[config.mk]
export PLATFORM = sky130hd
export DESIGN_NAME = demux_reg_flat
export DESIGN_NICKNAME = d
export VERILOG_FILES = /design/src/rtl/demux_pkg.sv /design/src/rtl/demux_if.sv /design/src/rtl/demux_buf.sv /design/src/rtl/demux_reg.sv /design/src/flat_wrapper.sv
export SDC_FILE = /design/constraint.sdc
export NUM_CORES = 1
export LEC_CHECK = 0
export BUFFER_PORTS_ARGS = -buffer_cell sky130_fd_sc_hd__buf_2
export CAP_MARGIN = 30
export CORE_UTILIZATION = 37
export DETAILED_ROUTE_END_ITERATION = 12
export PLACE_DENSITY = 0.69
export SYNTH_ARGS = -nofsm -noshare
export SYNTH_HDL_FRONTEND = slang
export SYNTH_SLANG_ARGS = --single-unit
[constraint.sdc]
create_clock -name clk -period 2.6 [get_ports clk]
set_clock_uncertainty 0.15 [all_clocks]
set_input_delay 0.13 -clock clk [delete_from_list [all_inputs] [get_ports clk]]
set_output_delay 0.13 -clock clk [all_outputs]
set_load 0.005 [all_outputs]
[src/rtl/demux_pkg.sv]
// Shared widths and buffer state encoding for the demux_reg block.
package demux_pkg;

  localparam int unsigned DEMUX_WIDTH = 32;
  localparam int unsigned DEMUX_CNT_W = 16;

  // Encoded so that bit 0 is "holds a word" and bit 1 is "full".
  typedef enum logic [1:0] {
    BUF_EMPTY = 2'b00,
    BUF_ONE   = 2'b01,
    BUF_FULL  = 2'b11
  } buf_state_t;

endpackage

[src/rtl/demux_if.sv]
// Input and dual-output valid/ready bundle for demux_reg.
// master: producer/consumer side; slave: the demux itself.
interface demux_if
  import demux_pkg::*;
#(
  parameter int unsigned WIDTH = DEMUX_WIDTH
) ();

  logic             in_valid;
  logic             in_ready;
  logic [WIDTH-1:0] in_data;
  logic             in_sel;

  logic             a_valid;
  logic             a_ready;
  logic [WIDTH-1:0] a_data;

  logic             b_valid;
  logic             b_ready;
  logic [WIDTH-1:0] b_data;

  modport master (
    output in_valid, in_data, in_sel, a_ready, b_ready,
    input  in_ready, a_valid, a_data, b_valid, b_data
  );

  modport slave (
    input  in_valid, in_data, in_sel, a_ready, b_ready,
    output in_ready, a_valid, a_data, b_valid, b_data
  );

endinterface

[src/rtl/demux_buf.sv]
// Two-entry output buffer: EMPTY/ONE/FULL state machine, registered head
// word and valid. Optional saturating pop counter under DEMUX_STATS_EN.
module demux_buf
  import demux_pkg::*;
#(
  parameter int unsigned WIDTH = DEMUX_WIDTH
) (
  input  logic             clk,
  input  logic             rst_n,
  input  logic             push_i,
  input  logic [WIDTH-1:0] data_i,
  input  logic             ready_i,
  output logic             valid_o,
  output logic             full_o,
  output logic [WIDTH-1:0] data_o
`ifdef DEMUX_STATS_EN
  ,
  output logic [DEMUX_CNT_W-1:0] cnt_o
`endif
);

  localparam logic [1:0] ST_EMPTY = BUF_EMPTY;
  localparam logic [1:0] ST_ONE   = BUF_ONE;
  localparam logic [1:0] ST_FULL  = BUF_FULL;

  logic [1:0]       state_q, state_d;
  logic [WIDTH-1:0] head_q, head_d;
  logic [WIDTH-1:0] tail_q, tail_d;
  logic             pop;

  assign pop     = (state_q != ST_EMPTY) && ready_i;
  assign valid_o = (state_q != ST_EMPTY);
  assign full_o  = (state_q == ST_FULL);
  assign data_o  = head_q;

  // State and storage registers.
  always_ff @(posedge clk or negedge rst_n) begin
    if (!rst_n) begin
      state_q <= ST_EMPTY;
      head_q  <= '0;
      tail_q  <= '0;
    end else begin
      state_q <= state_d;
      head_q  <= head_d;
      tail_q  <= tail_d;
    end
  end

  // Next state; a push into ONE with a same-cycle pop replaces the head.
  always_comb begin
    state_d = state_q;
    head_d  = head_q;
    tail_d  = tail_q;
    case (state_q)
      ST_EMPTY: begin
        if (push_i) begin
          state_d = ST_ONE;
          head_d  = data_i;
        end
      end
      ST_ONE: begin
        if (push_i && pop) begin
          head_d = data_i;
        end else if (push_i) begin
          state_d = ST_FULL;
          tail_d  = data_i;
        end else if (pop) begin
          state_d = ST_EMPTY;
        end
      end
      ST_FULL: begin
        if (pop) begin
          state_d = ST_ONE;
          head_d  = tail_q;
        end
      end
      default: state_d = ST_EMPTY;
    endcase
  end

`ifdef DEMUX_STATS_EN
  logic [DEMUX_CNT_W-1:0] cnt_q, cnt_d;

  assign cnt_o = cnt_q;

  // Saturating delivered-word counter.
  always_comb begin
    cnt_d = cnt_q;
    if (pop && (cnt_q != {DEMUX_CNT_W{1'b1}})) begin
      cnt_d = cnt_q + DEMUX_CNT_W'(1);
    end
  end

  // Counter register, cleared only by reset.
  always_ff @(posedge clk or negedge rst_n) begin
    if (!rst_n) begin
      cnt_q <= '0;
    end else begin
      cnt_q <= cnt_d;
    end
  end
`endif

endmodule

[src/rtl/demux_reg.sv]
// Registered 1-to-2 demultiplexer: in_sel=1 routes to A, 0 routes to B.
// Optional per-channel delivered-word counters under DEMUX_STATS_EN.
module demux_reg
  import demux_pkg::*;
#(
  parameter int unsigned WIDTH = DEMUX_WIDTH
) (
  input  logic clk,
  input  logic rst_n,
  demux_if.slave bus
`ifdef DEMUX_STATS_EN
  ,
  output logic [DEMUX_CNT_W-1:0] cnt_a,
  output logic [DEMUX_CNT_W-1:0] cnt_b
`endif
);

  logic a_full;
  logic b_full;
  logic push_a;
  logic push_b;

  // Ready follows only the selected buffer; held low while in reset.
  assign bus.in_ready = rst_n & ~(bus.in_sel ? a_full : b_full);
  assign push_a       = bus.in_valid & bus.in_ready & bus.in_sel;
  assign push_b       = bus.in_valid & bus.in_ready & ~bus.in_sel;

  demux_buf #(.WIDTH(WIDTH)) u_buf_a (
    .clk     (clk),
    .rst_n   (rst_n),
    .push_i  (push_a),
    .data_i  (bus.in_data),
    .ready_i (bus.a_ready),
    .valid_o (bus.a_valid),
    .full_o  (a_full),
    .data_o  (bus.a_data)
`ifdef DEMUX_STATS_EN
    ,
    .cnt_o   (cnt_a)
`endif
  );

  demux_buf #(.WIDTH(WIDTH)) u_buf_b (
    .clk     (clk),
    .rst_n   (rst_n),
    .push_i  (push_b),
    .data_i  (bus.in_data),
    .ready_i (bus.b_ready),
    .valid_o (bus.b_valid),
    .full_o  (b_full),
    .data_o  (bus.b_data)
`ifdef DEMUX_STATS_EN
    ,
    .cnt_o   (cnt_b)
`endif
  );

endmodule

[src/flat_wrapper.sv]
// flat-port wrapper written by rule: the top's interface ports become plain ports
module demux_reg_flat import demux_pkg::*;
#(
  parameter int unsigned WIDTH = DEMUX_WIDTH
)
  (clk, rst_n, bus_in_valid, bus_in_data, bus_in_sel, bus_a_ready, bus_b_ready, bus_in_ready, bus_a_valid, bus_a_data, bus_b_valid, bus_b_data);
  demux_if #(.WIDTH(WIDTH)) bus_i ();
  input  logic clk;
  input  logic rst_n;
  input wire logic [$bits(bus_i.in_valid)-1:0] bus_in_valid;
  input wire logic [$bits(bus_i.in_data)-1:0] bus_in_data;
  input wire logic [$bits(bus_i.in_sel)-1:0] bus_in_sel;
  input wire logic [$bits(bus_i.a_ready)-1:0] bus_a_ready;
  input wire logic [$bits(bus_i.b_ready)-1:0] bus_b_ready;
  output wire logic [$bits(bus_i.in_ready)-1:0] bus_in_ready;
  output wire logic [$bits(bus_i.a_valid)-1:0] bus_a_valid;
  output wire logic [$bits(bus_i.a_data)-1:0] bus_a_data;
  output wire logic [$bits(bus_i.b_valid)-1:0] bus_b_valid;
  output wire logic [$bits(bus_i.b_data)-1:0] bus_b_data;
  assign bus_i.in_valid = bus_in_valid;
  assign bus_i.in_data = bus_in_data;
  assign bus_i.in_sel = bus_in_sel;
  assign bus_i.a_ready = bus_a_ready;
  assign bus_i.b_ready = bus_b_ready;
  assign bus_in_ready = bus_i.in_ready;
  assign bus_a_valid = bus_i.a_valid;
  assign bus_a_data = bus_i.a_data;
  assign bus_b_valid = bus_i.b_valid;
  assign bus_b_data = bus_i.b_data;
  demux_reg #(.WIDTH(WIDTH)) u_core (.clk(clk), .rst_n(rst_n), .bus(bus_i));
endmodule
# Word-level counts from Yosys, hierarchy flattened
# Index checks and enable logic that the tools add are counted.
# word_totals
reg_bits	132
inputBits	38
output_inout_bits	67
elab_cells	65
# classes
eq_ne	14
muxes	21
bitwise	8
reduce_logical	16
# ops
operator	n
32-bit 2-to-1 mux	6
32-bit one-hot mux with 3 select lines	2
2-bit 2-to-1 mux	10
2-bit != test (second input constant)	8
4-bit AND reduction	4
2-bit one-hot mux with 3 select lines	2
3-bit != test (second input constant)	2
3-bit AND reduction	2
3-bit nonzero test	2
1-bit bitwise AND	4
2-bit by 1-bit equality test with 1-bit output (second input constant)	2
2-bit equality test (second input constant)	2
1-bit logical AND	4
2-bit zero test	2
1-bit inverter	4
2-bit nonzero test	2
1-bit 2-to-1 mux	1

# Longest topological paths before layout
# depth
word_depth	9
mapped_depth	8
mapped_depth_nobuf	6

# Hierarchy
# From an unflattened synthesis, not the netlist that was laid out.
# unflattened
hier_cells	471
area_unflattened_um2	6296.0
# modules_own_cells
module	n_inst	cells_each	area_per_inst_um2	seq_area_each_um2
demux_buf	2	233	3131.8	1651.6
demux_reg	1	5	32.5	0.0

# Worst setup path before layout
# OpenSTA, ideal clock, no wires.
# synth_timing
path_type	register to register
start	reg u_core.u_buf_a.state_q[0]
end	reg u_core.u_buf_a.head_q[10] (netlist: u_core.u_buf_a.data_o[10])
setup_ns	0.125
arrival_time_ns	2.081
required_ns	2.325
slack_ns	0.244
stages_incl_launch_ff	9
n_path_buf	3
cell_sequence	dfrtp_1 -> ha_1 -> buf_6 -> and4b_1 -> buf_4 -> or3b_1 -> o31ai_4 -> buf_12 -> mux2_4
# synth_between
elab_chain_len	9
elab_cells_between_ends	17
classes_between	eq/ne: 5; mux: 2; bitwise: 4; reduce/logical: 6
# synth_lines
item	line	text
start, declared	demux_buf.sv:26	logic [1:0] state_q, state_d;
start signal, assigned	demux_buf.sv:43	state_q <= state_d;
2-bit equality test	demux_buf.sv:33, demux_buf.sv:54	
1-bit 2-to-1 mux	demux_reg.sv:24	assign bus.in_ready = rst_n & ~(bus.in_sel ? a_full : b_full);
1-bit inverter	demux_reg.sv:24	
1-bit bitwise AND	demux_reg.sv:24	
1-bit bitwise AND (2 in series)	demux_reg.sv:25	assign push_a = bus.in_valid & bus.in_ready & bus.in_sel;
1-bit logical AND	demux_buf.sv:62	if (push_i && pop) begin
2-bit != test (no line)	n/a	
4-bit AND reduction (no line)	n/a	
end signal, assigned	demux_buf.sv:40	head_q <= '0;
end signal, assigned	demux_buf.sv:44	head_q <= head_d;
end, declared	demux_buf.sv:27	logic [WIDTH-1:0] head_q, head_d;
# Several ways; a longest one is shown, not always the timed one.
# A chain may end at the register's enable or synchronous reset.

# Worst setup path after layout
# layout_timing
start	reg u_core.u_buf_b.state_q[1]
end	reg u_core.u_buf_b.head_q[27] (netlist: u_core.u_buf_b.data_o[27])
# layout_between
elab_chain_len	9
elab_cells_between_ends	17
classes_between	eq/ne: 5; mux: 2; bitwise: 4; reduce/logical: 6
# layout_lines
item	line	text
start, declared	demux_buf.sv:26	
start signal, assigned	demux_buf.sv:43	
2-bit equality test	demux_buf.sv:33, demux_buf.sv:54	
1-bit 2-to-1 mux	demux_reg.sv:24	
1-bit inverter	demux_reg.sv:24	
1-bit bitwise AND	demux_reg.sv:24	
1-bit bitwise AND (2 in series)	demux_reg.sv:26	assign push_b = bus.in_valid & bus.in_ready & ~bus.in_sel;
1-bit logical AND	demux_buf.sv:62	
2-bit != test (no line)	n/a	
4-bit AND reduction (no line)	n/a	
end signal, assigned	demux_buf.sv:40	
end signal, assigned	demux_buf.sv:44	
end, declared	demux_buf.sv:27	
# Several ways; a longest one is shown, not always the timed one.

==> out/metrics.yaml <==
rsz0062_at_grt: "no"
p_comb_share_pct: 38.3
start_util_pct: 38.0
ios: 105
synth.most_common_cell: "dfrtp_1"
cts_tree: "built"
grt_pass1_wl_mm: 22.1
synth_edf_count: 0
pwr-share-clk_pct: 23.7
power_switching_mw: 3.02
ys_top_cells_by_count: "dfrtp_1 (132), mux2_2 (100), mux2i_1 (34), nand3_1 (34), o21ai_0 (34)"
numCtsBuffers: 17
clkLatencyLatePin_ps: 410
antenna_found_initial: 0
utilization_pct: 49.2
rr_worst_depth: 7
final_hold_viol_count: 0
cts_buffer_depth: 2
r2r_end: "u_core.u_buf_b.data_o[27]"
yosysUniqueCellTypes: 28
pwr_density_cell_mw_per_mm2: 1240
switching_share_pct: 31.1
critPathSlowestCell: "and2_1"
dp_cells: 742
status: "complete, no violations"
cts_root_buf: "clkbuf_16"
portBuffers: 104
async_reset_ff_share_pct: 100
synth_warnings: 0
globalRouteOverflowTotal: 0
layout-drive-gt1-share_pct: 48.9
place_area_mm2: 0.00688
reg2reg_slack_ps: 220
period_share_pct: 91.6
fp.dieW_um: 130
syn_inst: 432
syn_nets: 480
drt_pass1_iterations: 5
hp-class: "primary input to async pin"
wl_per_cell_um: 17.0
postRouteAntennaNets: 0
min_period_ps: 2380
final_nets: 630
worst-slew-pin-transition_ps: 692
grt_pass1_vias: 4175
fin_area_mm2: 0.00784
track_usage_pct: 17.5
routed_via_density: 4.87
path_cells: "ha_2, buf_4, inv_1, o221ai_4, and2_1, buf_12, o21ai_0"
critPathLaunchType: "flip-flop"
fp.dieH_um: 130
cap_violations: 0
stdcell_count: 809
place_congestion: 0.731
syn_avg_cell_area_um2: 14.0
clkTransAtPathRegs_ps: 50
crit_required_ps: 2720
seq_power_share_pct: 38.1
via_count: 3942
drt_iter0_drc: 197
synth_seq_cells: 132
critPathCaptureType: "flip-flop"
r2r_start: "u_core.u_buf_b.state_q[1]"
arrival_ps: 2500
finalMaxSlewViolations: 0
cp_max_fo: 21
cpPeakStageDelay_ps: 450
syn_area_mm2: 0.00605
setup-violations-final: 0
drcViolationCount: 0
ir_drop_uv: 506
die_area_mm2: 0.0169
synth_top_area_share_pct: 54.6
tns_ps: 0
syn2layout_area_growth_pct: 29.5
core_mm2: 0.0159
yosys.area.top_type: "dfrtp_1"
fmax_ghz: 0.420
diodes: 0
routed_wl_mm: 13.8
dpl.hpwl_mm: 9.19
synth.area.top_cells: "dfrtp_1 (55%), mux2_2 (19%), mux2_4 (7.4%)"
cp_top_family: "buffers and inverters"
synth_ff_type: "dfrtp_1"
worstSetupPathType: "flip-flop to flip-flop"
htree_num_levels: 4
p_int_mw: 6.68
maxSlewHeadroom_pct: 53.9
grt_max_degree: 80
rows: 46
p_leak_nw: 3.57
yosysSeqAreaShare_pct: 54.6
clkSinkCount: 132
path_buf_inv: 3
[metrics by stage]
| step | total power [mW] | worst slack, ps | hold slack [ps] |
|---|---|---|---|
| CTS | 9.79 | 177 | 77.9 |
| global placement | 7.16 | 84.7 | 255 |
| global route | 10.3 | 58.6 | 93.2 |
| detailed placement | 7.32 | 0.975 | 261 |
| floorplan | 6.03 | 244 | -316 |
| finish | 9.70 | 219 | 67.7 |
[repair_timing]
| action | 4_1_cts | 5_1_grt |
|---|---|---|
| hold buffers | 33 | 0 |
| endpoints found under the hold margin | 200 | 0 |
| buffers inserted | 3 | 0 |
| setup endpoints to repair | 2 | 0 |
| resized for setup | 0 | 0 |
[state kept, by name, summed over array words and instances (netlist names)]
name / count
u_core.u_buf_a.data_o: 32
u_core.u_buf_a.state_q: 2
u_core.u_buf_a.tail_q: 32
u_core.u_buf_b.data_o: 32
u_core.u_buf_b.state_q: 2
u_core.u_buf_b.tail_q: 32
[worst register-to-register path: stages (launching register included)]
cell and delay [ps]:
dfrtp_1 400, ha_2 220, buf_4 330, inv_1 160
o221ai_4 160, and2_1 450, buf_12 230, o21ai_0 150
[cells by family (layout without fill, tap and decap cells)]
logic type	after synthesis	count (layout)	synth area share (%)
AOI/OAI and AO/OA	43	43	4.11
DFF	132	132	54.6
buffers and inverters	35	196	3.33
muxes	164	164	31.7
adders and majority gates	10	10	2.07
and+or+nand+nor	48	48	4.24
[cell usage in the layout (no fill, tap or decap), drive strengths merged, types with 2 or more instances in the layout]
cell,n
a21oi,4
buf,126
bufinv,2
clkbuf,22
clkinv,3
clkinvlp,2
dfrtp,132
dlygate4sd3,33
ha,10
inv,8
mux2,130
mux2i,34
nand2,4
nand2b,3
nand3,34
o21ai,34
[routing by layer]
layer	routed length [um]	GRT usage (%)	part of all wire (%)	vias up
met3	581	4.72	4.2	15
met5	0	0	0	-
met2	6740	29.4	49	81
li1	-	-	-	1852
met4	211	6.50	1.5	0
met1	6220	21.5	45	1994
[worst max-delay path by stage]
stage / endpoint / slack [ps] / start / depth (start not counted)
after floorplan: u_core.u_buf_a.data_o[10] / 240 / u_core.u_buf_a.state_q[0] / 8
after global placement: u_core.u_buf_a.data_o[31] / 80 / u_core.u_buf_a.state_q[0] / 6
after detailed placement: u_core.u_buf_a.data_o[31] / 1 / u_core.u_buf_a.state_q[0] / 6
after CTS: u_core.u_buf_b.data_o[27] / 180 / u_core.u_buf_b.state_q[1] / 7
after global routing: u_core.u_buf_b.data_o[27] / 60 / u_core.u_buf_b.state_q[1] / 7
final: u_core.u_buf_b.data_o[27] / 220 / u_core.u_buf_b.state_q[1] / 7
[power groups by stage]
stage	Clock, mW	Sequential [mW]	Combinational, mW
after floorplan	0	3.59	2.44
after global placement	0	3.66	3.50
after detailed placement	0	3.71	3.62
after CTS	2.34	3.68	3.76
after global routing	2.43	3.79	4.08
final	2.29	3.69	3.71
[final cells by class]
class,count,area (um^2)
multi-input combinational,265,2580
clock buffer,22,464
fill,1359,8100
tap,216,270
timing repair buffer,159,1090
clock inverter,8,103
inverter,7,26.3
sequential,132,3300
Note: power is estimated with default switching activity, not from simulation.
